**src/rtl/key_pkg.sv**
```systemverilog
// -----------------------------------------------------------------------------
// key_pkg
//   Shared constants for the multi-channel key debouncer.
//   LEVEL_PRESSED / LEVEL_RELEASED : polarity-normalised key levels.
//   *_DEFAULT                      : default tick and timing parameters
//                                    (CLK_DIV_DEFAULT = 2.4 ms at 50 MHz).
// -----------------------------------------------------------------------------
package key_pkg;

   localparam logic LEVEL_PRESSED  = 1'b1;
   localparam logic LEVEL_RELEASED = 1'b0;

   localparam int CLK_DIV_DEFAULT    = 120000;
   localparam int STABLE_CNT_DEFAULT = 2;
   localparam int LONG_TICKS_DEFAULT = 100;

endpackage

```
**src/rtl/key_debounce_chan.sv**
```systemverilog
// -----------------------------------------------------------------------------
// key_debounce_chan
//   One key channel: 2-flop synchroniser, stability counter, debounced level
//   register, press/release pulses and long-press hold counter.
//   Ports:
//     clk          in  system clock
//     rst_n        in  synchronous active-low reset
//     sample_tick  in  shared one-clk sample strobe
//     key_raw      in  raw asynchronous key pin
//     key_level    out debounced level, 1 = pressed
//     key_press    out one-clk pulse on debounced 0->1
//     key_release  out one-clk pulse on debounced 1->0
//     key_long     out one-clk pulse once the key has been held LONG_TICKS ticks
// -----------------------------------------------------------------------------
module key_debounce_chan
   import key_pkg::*;
#(
   parameter int STABLE_CNT = STABLE_CNT_DEFAULT,
   parameter int ACTIVE_LOW = 1,
   parameter int LONG_TICKS = LONG_TICKS_DEFAULT
) (
   input  logic clk,
   input  logic rst_n,
   input  logic sample_tick,
   input  logic key_raw,
   output logic key_level,
   output logic key_press,
   output logic key_release,
   output logic key_long
);

   localparam int   CNT_W      = $clog2(STABLE_CNT + 1);
   localparam int   HOLD_W     = $clog2(LONG_TICKS + 1);
   localparam logic INACTIVE   = (ACTIVE_LOW != 0);
   localparam logic [CNT_W-1:0]  STABLE_MAX = CNT_W'(STABLE_CNT);
   localparam logic [HOLD_W-1:0] LONG_MAX   = HOLD_W'(LONG_TICKS);

   logic [1:0]        sync_reg;
   logic              sample;
   logic              cand_reg, cand_next;
   logic [CNT_W-1:0]  cnt_reg, cnt_next;
   logic              level_reg, level_next;
   logic              press_reg, press_next;
   logic              release_reg, release_next;
   logic              long_reg, long_next;
   logic [HOLD_W-1:0] hold_reg, hold_next;

   // Normalise polarity so that 1 always means "pressed".
   assign sample = sync_reg[1] ^ INACTIVE;

   always_comb begin
      cand_next    = cand_reg;
      cnt_next     = cnt_reg;
      level_next   = level_reg;
      press_next   = 1'b0;
      release_next = 1'b0;
      long_next    = 1'b0;
      hold_next    = hold_reg;

      if (sample_tick) begin
         // Any sample that disagrees with the candidate restarts the run.
         if (sample != cand_reg) begin
            cand_next = sample;
            cnt_next  = CNT_W'(1);
         end else if (cnt_reg != STABLE_MAX) begin
            cnt_next = cnt_reg + CNT_W'(1);
         end

         if ((cnt_next == STABLE_MAX) && (cand_next != level_reg)) begin
            level_next   = cand_next;
            press_next   = (cand_next == LEVEL_PRESSED);
            release_next = (cand_next == LEVEL_RELEASED);
         end

         // Only count ticks where the key was already pressed and stays
         // pressed; the accepting tick itself does not count, and a release
         // on this tick suppresses any long pulse.
         if ((level_reg == LEVEL_PRESSED) && (level_next == LEVEL_PRESSED) &&
             (hold_reg != LONG_MAX)) begin
            hold_next = hold_reg + HOLD_W'(1);
            long_next = (hold_next == LONG_MAX);
         end
      end

      if (level_next != LEVEL_PRESSED) begin
         hold_next = '0;
      end
   end

   always_ff @(posedge clk) begin
      if (!rst_n) begin
         sync_reg    <= {2{INACTIVE}};
         cand_reg    <= 1'b0;
         cnt_reg     <= '0;
         level_reg   <= LEVEL_RELEASED;
         press_reg   <= 1'b0;
         release_reg <= 1'b0;
         long_reg    <= 1'b0;
         hold_reg    <= '0;
      end else begin
         sync_reg    <= {sync_reg[0], key_raw};
         cand_reg    <= cand_next;
         cnt_reg     <= cnt_next;
         level_reg   <= level_next;
         press_reg   <= press_next;
         release_reg <= release_next;
         long_reg    <= long_next;
         hold_reg    <= hold_next;
      end
   end

   assign key_level   = level_reg;
   assign key_press   = press_reg;
   assign key_release = release_reg;
   assign key_long    = long_reg;

endmodule

```
**src/rtl/key_debounce_multi.sv**
```systemverilog
// -----------------------------------------------------------------------------
// key_debounce_multi
//   NUM_KEYS independent debounced key channels sharing one prescaled tick.
//   Ports:
//     clk          in  system clock
//     rst_n        in  synchronous active-low reset
//     key_in       in  raw asynchronous key pins, one per channel
//     key_level    out debounced levels, 1 = pressed
//     key_press    out one-clk pulses on debounced 0->1
//     key_release  out one-clk pulses on debounced 1->0
//     key_long     out one-clk long-press pulses
//     sample_tick  out one-clk pulse when the prescaler wraps
// -----------------------------------------------------------------------------
module key_debounce_multi
   import key_pkg::*;
#(
   parameter int NUM_KEYS   = 4,
   parameter int CLK_DIV    = CLK_DIV_DEFAULT,
   parameter int STABLE_CNT = STABLE_CNT_DEFAULT,
   parameter int ACTIVE_LOW = 1,
   parameter int LONG_TICKS = LONG_TICKS_DEFAULT
) (
   input  logic                clk,
   input  logic                rst_n,
   input  logic [NUM_KEYS-1:0] key_in,
   output logic [NUM_KEYS-1:0] key_level,
   output logic [NUM_KEYS-1:0] key_press,
   output logic [NUM_KEYS-1:0] key_release,
   output logic [NUM_KEYS-1:0] key_long,
   output logic                sample_tick
);

   localparam int DIV_W = $clog2(CLK_DIV);
   localparam logic [DIV_W-1:0] DIV_LAST = DIV_W'(CLK_DIV - 1);

   logic [DIV_W-1:0] div_reg, div_next;

   always_comb begin
      div_next = div_reg + DIV_W'(1);
      if (div_reg == DIV_LAST) begin
         div_next = '0;
      end
   end

   always_ff @(posedge clk) begin
      if (!rst_n) begin
         div_reg <= '0;
      end else begin
         div_reg <= div_next;
      end
   end

   // Decoded from the counter so the strobe is exactly one clk wide and is
   // low out of reset (counter = 0, CLK_DIV >= 2).
   assign sample_tick = (div_reg == DIV_LAST);

   generate
      for (genvar gi = 0; gi < NUM_KEYS; gi++) begin : g_chan
         key_debounce_chan #(
            .STABLE_CNT (STABLE_CNT),
            .ACTIVE_LOW (ACTIVE_LOW),
            .LONG_TICKS (LONG_TICKS)
         ) u_chan (
            .clk         (clk),
            .rst_n       (rst_n),
            .sample_tick (sample_tick),
            .key_raw     (key_in[gi]),
            .key_level   (key_level[gi]),
            .key_press   (key_press[gi]),
            .key_release (key_release[gi]),
            .key_long    (key_long[gi])
         );
      end
   endgenerate

endmodule
```
**config.mk**
```make
export PLATFORM = sky130hd
export DESIGN_NAME = key_debounce_multi
export DESIGN_NICKNAME = d
export VERILOG_FILES = /design/src/rtl/key_pkg.sv /design/src/rtl/key_debounce_chan.sv /design/src/rtl/key_debounce_multi.sv
export SDC_FILE = /design/constraint.sdc
export NUM_CORES = 1
export LEC_CHECK = 0
export BUFFER_PORTS_ARGS = -buffer_cell sky130_fd_sc_hd__buf_2
export CORE_UTILIZATION = 50
export DETAILED_ROUTE_END_ITERATION = 12
export HOLD_SLACK_MARGIN = 0.1
export PLACE_DENSITY = 0.66
export SYNTH_ARGS = -nofsm -noshare
export SYNTH_HDL_FRONTEND = slang
export SYNTH_SLANG_ARGS = --single-unit
```
**constraint.sdc**
```tcl
create_clock -name clk -period 2.24 [get_ports clk]
set_input_delay 0.448 -clock clk [delete_from_list [all_inputs] [get_ports clk]]
set_output_delay 0.448 -clock clk [all_outputs]
set_load 0.005 [all_outputs]
```
; ---- Word level (Yosys, flattened, before mapping)
; Cells that the tools add are included.
[totals]
elab_cells = 137
ff_bits = 81
[classes]
reduce_logical = 29
bitwise = 9
n_mux = 32
n_addsub = 9
n_eq_ne = 25
[ops]
columns = op, count
row1 = $add 7x1->7 const B, 4
row2 = $eq 7x7->1 const B, 4
row3 = $ne 7x7->1 const B, 4
row4 = $mux 2, 12
row5 = $reduce_and 3->1, 8
row6 = $mux 1, 20
row7 = $add 17x1->17 const B, 1
row8 = $eq 17x17->1 const B, 1
row9 = $reduce_and 2->1, 8
row10 = $logic_and 1x1->1, 12
row11 = $not 1->1, 9
row12 = $add 2x1->2 const B, 4
row13 = $eq 2x2->1 const B, 4
row14 = $ne 1x1->1, 8
row15 = $ne 2x2->1 const B, 4
row16 = $reduce_or 2->1, 1

; ---- Longest topological paths before layout
; Gate-level depths: netlist of the first run.
[logic_depth]
ltp_word = 11
ltp_mapped = 9
depth_no_buf = 7

; ---- By module
; A second synthesis of the first run with hierarchy kept.
[hier_totals]
hier_cells = 449
area_unflattened_um2 = 4191.5
[by_module_without_submodules]
columns = mod, instances, seq_area_each_um2, cells_each, area_per_inst_um2
row1 = key_debounce_chan (g_chan[0].u_chan ...), 3, 320.3, 92, 860.8
row2 = key_debounce_chan (g_chan[3].u_chan), 1, 320.3, 88, 840.8
row3 = key_debounce_multi, 1, 340.3, 85, 768.2

; ---- Worst setup path after synthesis of the first run
; No wires, ideal clock.
[synth_timing]
kind = flip-flop to flip-flop
from = register div_reg[0]
to = register g_chan[1].u_chan.hold_reg[4]
setup_slack_ps = 96
path_stages_with_launch = 8
period_less_slack_ps = 2144
arrival_ps = 2074
path_buffers = 1
cell_sequence = dfxtp_1 -> ha_1 -> and3_1 -> nand4_1 -> or4_4 -> buf_6 -> or3_1 -> a21oi_1
[synth_via]
elab_chain_len = 3
[synth_lines]
columns = element, line
row1 = from (decl), key_debounce_multi.sv:36  ; logic [DIV_W-1:0] div_reg, div_next;
row2 = from (signal assigned), key_debounce_multi.sv:49  ; div_reg <= div_next;
row3 = $eq 17x17->1 (*), key_debounce_multi.sv:55  ; assign sample_tick = (div_reg == DIV_LAST);
row4 = $mux 1, key_debounce_chan.sv:60  ; if (sample_tick) begin
row5 = $reduce_and 2->1 (no line), -
row6 = to (signal assigned), key_debounce_chan.sv:108  ; hold_reg <= hold_next;
row7 = to (decl), key_debounce_chan.sv:46  ; logic [HOLD_W-1:0] hold_reg, hold_next;
; Every way passes the cells marked *; elsewhere a longest branch is shown, timed or not.
; A chain may end at the register's enable or synchronous reset.

; ---- Worst setup path in the final report of the first run
[layout_timing]
from = register div_reg[0]
to = register g_chan[2].u_chan.hold_reg[4]
[layout_via]
elab_chain_len = 3
[layout_lines]
columns = element, line
row1 = $eq 17x17->1 (*), key_debounce_multi.sv:55
row2 = $mux 1, key_debounce_chan.sv:60
row3 = $reduce_and 2->1 (no line), -
row4 = to (signal assigned), key_debounce_chan.sv:108
row5 = to (decl), key_debounce_chan.sv:46
; Marked as above.

==> run_results.csv, run 1 <==
group,metric,value,unit
run,cap_violations,0,
pwr,intPower,2.07,mW
yosys,synth.mux.area_fraction,1.88,%
sta,fin_skew,0.00671,ns
worst_hold_path,holdCritPathClass,"primary input to register",
routing,vias_per_cell,5.31,
clocking,cts_root_buffer,"clkbuf_8",
sta,rsz0062_at_grt,"false",
clocking,ctsLongestPathBuffers,2,
routing,ant_nets,0,
placed_design,place_hpwl,5.26,mm
setup_path,cp_data_required_time,2.48,ns
die,start_util,53.0,%
sta,hold_ws,0.266,ns
placed_design,placed_cells,565,
placed_design,numPortBuffers,22,
final_layout,drive_gt1_share,16.4,%
setup_path,r2r_cells,7,
pwr,p_total,2.63,mW
routing,firstDrtPassIters,4,
routing,wl_per_cell,12.8,um
yosys,yosys_register_bits,81,
final_layout,finalNonFillerCells,582,
sta,period_minus_slack,2.16,ns
sta,hold_viol_final,0,
grt,grt_pass1_vias,2878,
setup_path,path_cells,"ha_1 > and3_4 > nand4_1 > buf_4 > or4_2 > xor2_1 > nor2_1",
final_layout,fin_nets,507,
clocking,cts_max_level,3,
yosys,synth-adder-area-share,7.33,%
yosys,synth_top_area_cell,"dfxtp_1",
final_layout,multi_input_area,2020,um^2
routing,drt_iter0_markers,118,
grt,antenna_found_initial,0,
grt,grt_max_degree,27,
setup_path,start_kind,"register",
placed_design,gp_congestion,0.794,
yosys,synthXorXnorAreaFrac,6.24,%
final_layout,largest_reg_flops,28,
clocking,clk_latency,0.35,ns
pwr,p_clk_share,42.9,%
routing,wl,7.45,mm
sta,fin_crit_sh,96.5,%
final_layout,antenna_cells,0,
sta,max_slew_margin,65.8,%
yosys,netlist_instances,449,
setup_path,critPathMaxStageDelay,0.68,ns
yosys,synth-edff-count,0,
yosys,synth_nets,478,
routing,drc,0,
yosys,yosysWarnings,0,
setup_path,crit_type,"register to register",
pwr,p_sw_share,21.2,%
clocking,cts_tree,"done",
yosys,synth_compound_area_share,9.91,%
die,core_area,7410,um^2
setup_path,critPathMaxFanout,3,
yosys,ys_seq_area_share,41.3,%
clocking,cts_hold_buf,0,
sta,fmax,463,MHz
sta,setup-violations-final,0,
grt,track_usage,19.2,%
pwr,pwr_density_cell,599,nW/um^2
die,rows,31,
final_layout,synthToLayoutAreaGrowth,11.9,%
sta,tns,0,ns
pwr,power_leakage,1.74,nW
setup_path,critPathArrivalTime,2.41,ns
sta,worstMarginPinSlew,0.509,ns
grt,grt_overflow,0,
die,dieHeight,90.6,um
setup_path,end_kind,"register",
worst_hold_path,holdPathStages,2,
yosys,syn_avg_cell_area,8.75,um^2
yosys,netlist_top_cells_area,"dfxtp_1 (41%), ha_1 (7.3%), xnor2_1 (4.0%), nor2_1 (3.9%), nand2_1 (3.3%)",
pwr,comb_power_share,1.9,%
yosys,syn_area,3930,um^2
grt,grt_pass1_wl,12.7,mm
die,dieArea,8210,um^2
final_layout,regArea,1620,um^2
yosys,synth_cell_types,48,
pwr,vdd_drop_max,0.328,mV
die,die_w,90.6,um
yosys,yosys.area.top_type_share,41.3,%
yosys,synth_simple_gate_area_share,25.7,%
die,io_pins,23,
setup_path,cp_slowest_cell,"or4_2",
clocking,cts.clk_slew.worst_paths,0.08,ns
clocking,cts_buffers,9,
pwr,seq_power_share,55.2,%
yosys,ys_async_sr_fraction,0,%
final_layout,fillCellCount,665,
yosys,synth_top_family_by_area,"simple AND/OR/NAND/NOR gates",
clocking,cts_sinks,81,
pwr,p_switching,0.557,mW
routing,vias,3091,
run_status,run_status,"completed",
sta,final-max-slew-violation-count,0,
yosys,yosys_most_used_dff,"dfxtp_1",
[area by class of cell]
cell class / instances / area share [%]
clock buffer: 12 / 3.76
clock inverter: 4 / 1.14
inverter: 33 / 2.82
multi-input combinational: 308 / 46.0
sequential: 81 / 36.9
tap: 99 / 2.82
timing repair buffer: 45 / 6.52
[cell usage in the layout, fill, tap and decap left out, drive strengths merged, types with 3 or more instances in the layout]
master   n
ha      23
or4      4
nor4b    3
a21oi   18
nor3    12
mux2i    4
nand3   24
o211a    8
xnor2   18
dfxtp   81
nor4     6
and3     6
inv     33
mux2     3
nor2    41
and4     4
buf     45
nand2   35
xor2    10
clkbuf  12
or3     16
nand3b   8
nand2b   9
a21boi   5
nand4   11
o21ai   19
[power groups by stage]
| stage | sequential, mW | clock, mW | combinational (mW) |
|---|---|---|---|
| CTS | 1.45 | 1.16 | 0.0499 |
| floorplan | 1.49 | 0 | 0.0311 |
| global route | 1.45 | 1.24 | 0.0548 |
| detailed placement | 1.49 | 0 | 0.0494 |
| global placement | 1.49 | 0 | 0.0489 |
| finish | 1.45 | 1.13 | 0.0497 |
[logic make-up (layout without fill, tap and decap cells)]
group,Yosys count,after routing
and+or+nand+nor,189,189
muxes,7,7
DFF,81,81
buffers and inverters,60,94
AOI/OAI and AO/OA,61,61
adders and majority gates,23,23
xor gates and xnor gates,28,28
[layer usage]
metal / wire length, um / part of all wire, % / track usage, % / up-vias
met3: 241 / 3.2 / 3.96 / 13
met5: 0 / 0 / 0 / -
li1: - / - / - / 1590
met2: 3490 / 47 / 31.4 / 51
met1: 3600 / 48 / 24.0 / 1437
met4: 116 / 1.6 / 9.68 / 0
[critical path: cells and delay by family, from the launching register on]
family,cells,cell delay (ns)
DFF,1,0.36
xor gates and xnor gates,1,0.16
buffers and inverters,1,0.21
and+or+nand+nor,4,1.14
adders and majority gates,1,0.18
[synthesized netlist by cell type (2+ instances only)]
master and number:
dfxtp_1 81, nor2_1 41, nand2_1 35, inv_1 33, nand3_1 24, ha_1 23, o21ai_0 19, a21oi_1 18
xnor2_1 18, buf_4 16, or3_1 14, nor3_1 12, nand4_1 11, xor2_1 10, clkbuf_1 9, nand2b_1 9
nand3b_1 8, o211a_1 8, nor4_1 6, a21boi_0 5, and3_1 5, mux2i_1 4, and4_1 3, mux2_2 3
and2_1 2, buf_6 2, nor2b_1 2, nor4b_1 2, o211ai_1 2, o21a_1 2, o31ai_1 2, or2_2 2
or3_2 2, or4_1 2
[stage by stage]
stage / worst slack [ns] / util (%) / instance area (um^2)
final: 0.0793 / 59.3 / 4390
after detailed placement: 0.0129 / 56.0 / 4150
after global routing: 0.00819 / 59.3 / 4390
after global placement: 0.0707 / 56.0 / 4150
after floorplan: 0.0959 / - / 3930
after CTS: 0.000120 / 58.9 / 4370
[final timing paths]
check / from / endpoint / slack, ns
setup reg to reg: div_reg[0] / g_chan[2].u_chan.hold_reg[4] / 0.08
hold reg to reg: g_chan[3].u_chan.sync_reg[0] / g_chan[3].u_chan.sync_reg[1] / 0.41
setup / recovery: div_reg[0] / g_chan[2].u_chan.hold_reg[4] / 0.08
hold / removal: key_in[2] / g_chan[2].u_chan.sync_reg[0] / 0.27
[timing repair]
| item | in CTS | in global routing |
|---|---|---|
| resized for setup | 1 | 5 |
| setup buffers | 0 | 1 |
| pin swaps | 2 | 1 |
| setup endpoints to repair | 5 | 8 |
(Power assumes the default switching activity.)
==> inputs of run 2 (changes only) <==
CORE_UTILIZATION = 40   (was 50)
PLACE_DENSITY = 0.54   (was 0.66)
==> run_results.csv, run 2 (synthesized netlist as in run 1, its figures left out) <==
group,metric,value,unit
final_layout,drive_gt1_share,18.9,%
die,rows,35,
routing,drt_iter0_markers,55,
final_layout,fin_nets,511,
final_layout,final_common_cell,"dfxtp_1",
pwr,power_leakage,1.77,nW
clocking,ctsLongestPathBuffers,2,
setup_path,r2r_cells,8,
placed_design,postPlaceCellArea,4200,um^2
sta,tns,0,ns
sta,fin_crit_sh,96.2,%
final_layout,largest_reg_flops,28,
die,die_w,101,um
clocking,cts_buffers,9,
placed_design,gp_congestion,0.765,
setup_path,critPathArrivalTime,1.71,ns
placed_design,placed_cells,597,
placed_design,numPortBuffers,22,
sta,fin_skew,0.0110,ns
setup_path,crit_type,"register to output pin",
clocking,cts.clk_slew.worst_paths,0.09,ns
routing,firstDrtPassIters,4,
final_layout,fillCellCount,945,
grt,grt_pass1_vias,2756,
sta,max_slew_margin,67.1,%
setup_path,critPathMaxFanout,7,
run,cap_violations,0,
final_layout,final_core_util,48.1,%
sta,setup-violations-final,0,
clocking,clk_latency,0.36,ns
grt,grt_pass1_wl,12.9,mm
die,dieArea,10200,um^2
die,start_util,41.9,%
grt,grt_max_degree,18,
run_status,run_status,"completed",
setup_path,cp_data_required_time,1.79,ns
die,io_pins,23,
routing,vias,3075,
routing,wl_per_cell,12.5,um
grt,grt_overflow,0,
clocking,cts_sinks,81,
final_layout,finalNonFillerCells,616,
final_layout,fin_area,4500,um^2
pwr,vdd_drop_max,0.349,mV
grt,track_usage,16.3,%
setup_path,end_kind,"output pin",
clocking,cts_tree,"done",
grt,antenna_found_initial,0,
placed_design,place_hpwl,5.30,mm
pwr,pwr_density_cell,606,nW/um^2
pwr,p_total,2.73,mW
die,dieHeight,101,um
routing,ant_nets,0,
sta,hold_viol_final,0,
worst_hold_path,holdCritPathClass,"primary input to register",
sta,fmax,464,MHz
sta,period_minus_slack,2.15,ns
final_layout,synthToLayoutAreaGrowth,14.7,%
sta,worstMarginPinSlew,0.490,ns
worst_hold_path,holdPathStages,2,
final_layout,antenna_cells,0,
clocking,cts_root_buffer,"clkbuf_8",
routing,vias_per_cell,4.99,
die,core_area,9370,um^2
clocking,cts_max_level,3,
clocking,cts_hold_buf,0,
routing,wl,7.68,mm
setup_path,start_kind,"register",
final_layout,multi_input_area,2060,um^2
final_layout,regArea,1630,um^2
final_layout,mostFrequentLayoutCells,"dfxtp_1 (76), nor2_1 (41), nand2_1 (35)",
routing,drc,0,
sta,final-max-slew-violation-count,0,
==> run 2: cell type report <==
class	count	area share [%]
Tap cell	129	3.58
Timing Repair Buffer	48	6.78
Clock buffer	10	3.06
Multi-Input combinational cell	309	45.7
Sequential cell	81	36.1
Inverter	33	2.75
Clock inverter	6	2.00
==> run 2: worst paths after layout <==
check,startpoint,end,slack (ns)
setup / recovery,div_reg[8],sample_tick,0.09
setup reg to reg,g_chan[1].u_chan.cnt_reg[0],g_chan[1].u_chan.hold_reg[2],0.10
hold reg to reg,g_chan[0].u_chan.sync_reg[0],g_chan[0].u_chan.sync_reg[1],0.41
hold / removal,key_in[2],g_chan[2].u_chan.sync_reg[0],0.26
==> run 2: report_power, final <==
group / internal (mW) / total, mW / switching, mW
Sequential: 1.45 / 1.45 / 0.00382
Combinational: 0.0219 / 0.0515 / 0.0296
Clock: 0.662 / 1.23 / 0.564
==> run 2: metal layers <==
layer	vias up	GRT usage [%]	wire, um
met3	11	3.88	295
met2	41	26.5	3490
met4	0	6.35	86
met1	1419	20.8	3810
met5	-	0	0
li1	1604	-	-
==> run 2: per-stage QoR <==
step                setup WS (ns)  hold WS [ns]
detailed placement         0.0208         0.394
floorplan                  0.0959         0.386
global placement           0.0774         0.390
global route              -0.0109         0.243
finish                     0.0851         0.259
CTS                        0.0116         0.244
==> run 2: what timing repair did <==
item / 4_1_cts / 5_1_grt
gates cloned: 0 / 1
setup buffers: 2 / 1
pin swaps: 3 / 3
setup endpoints to repair: 2 / 4
resized for setup: 4 / 11
==> run 2: critical path, stage by stage (launching register included) <==
cell and delay, ns:
dfxtp_2 0.33, buf_4 0.15, nor4b_4 0.36, buf_4 0.19, nand2_1 0.07, inv_2 0.13, buf_2 0.13
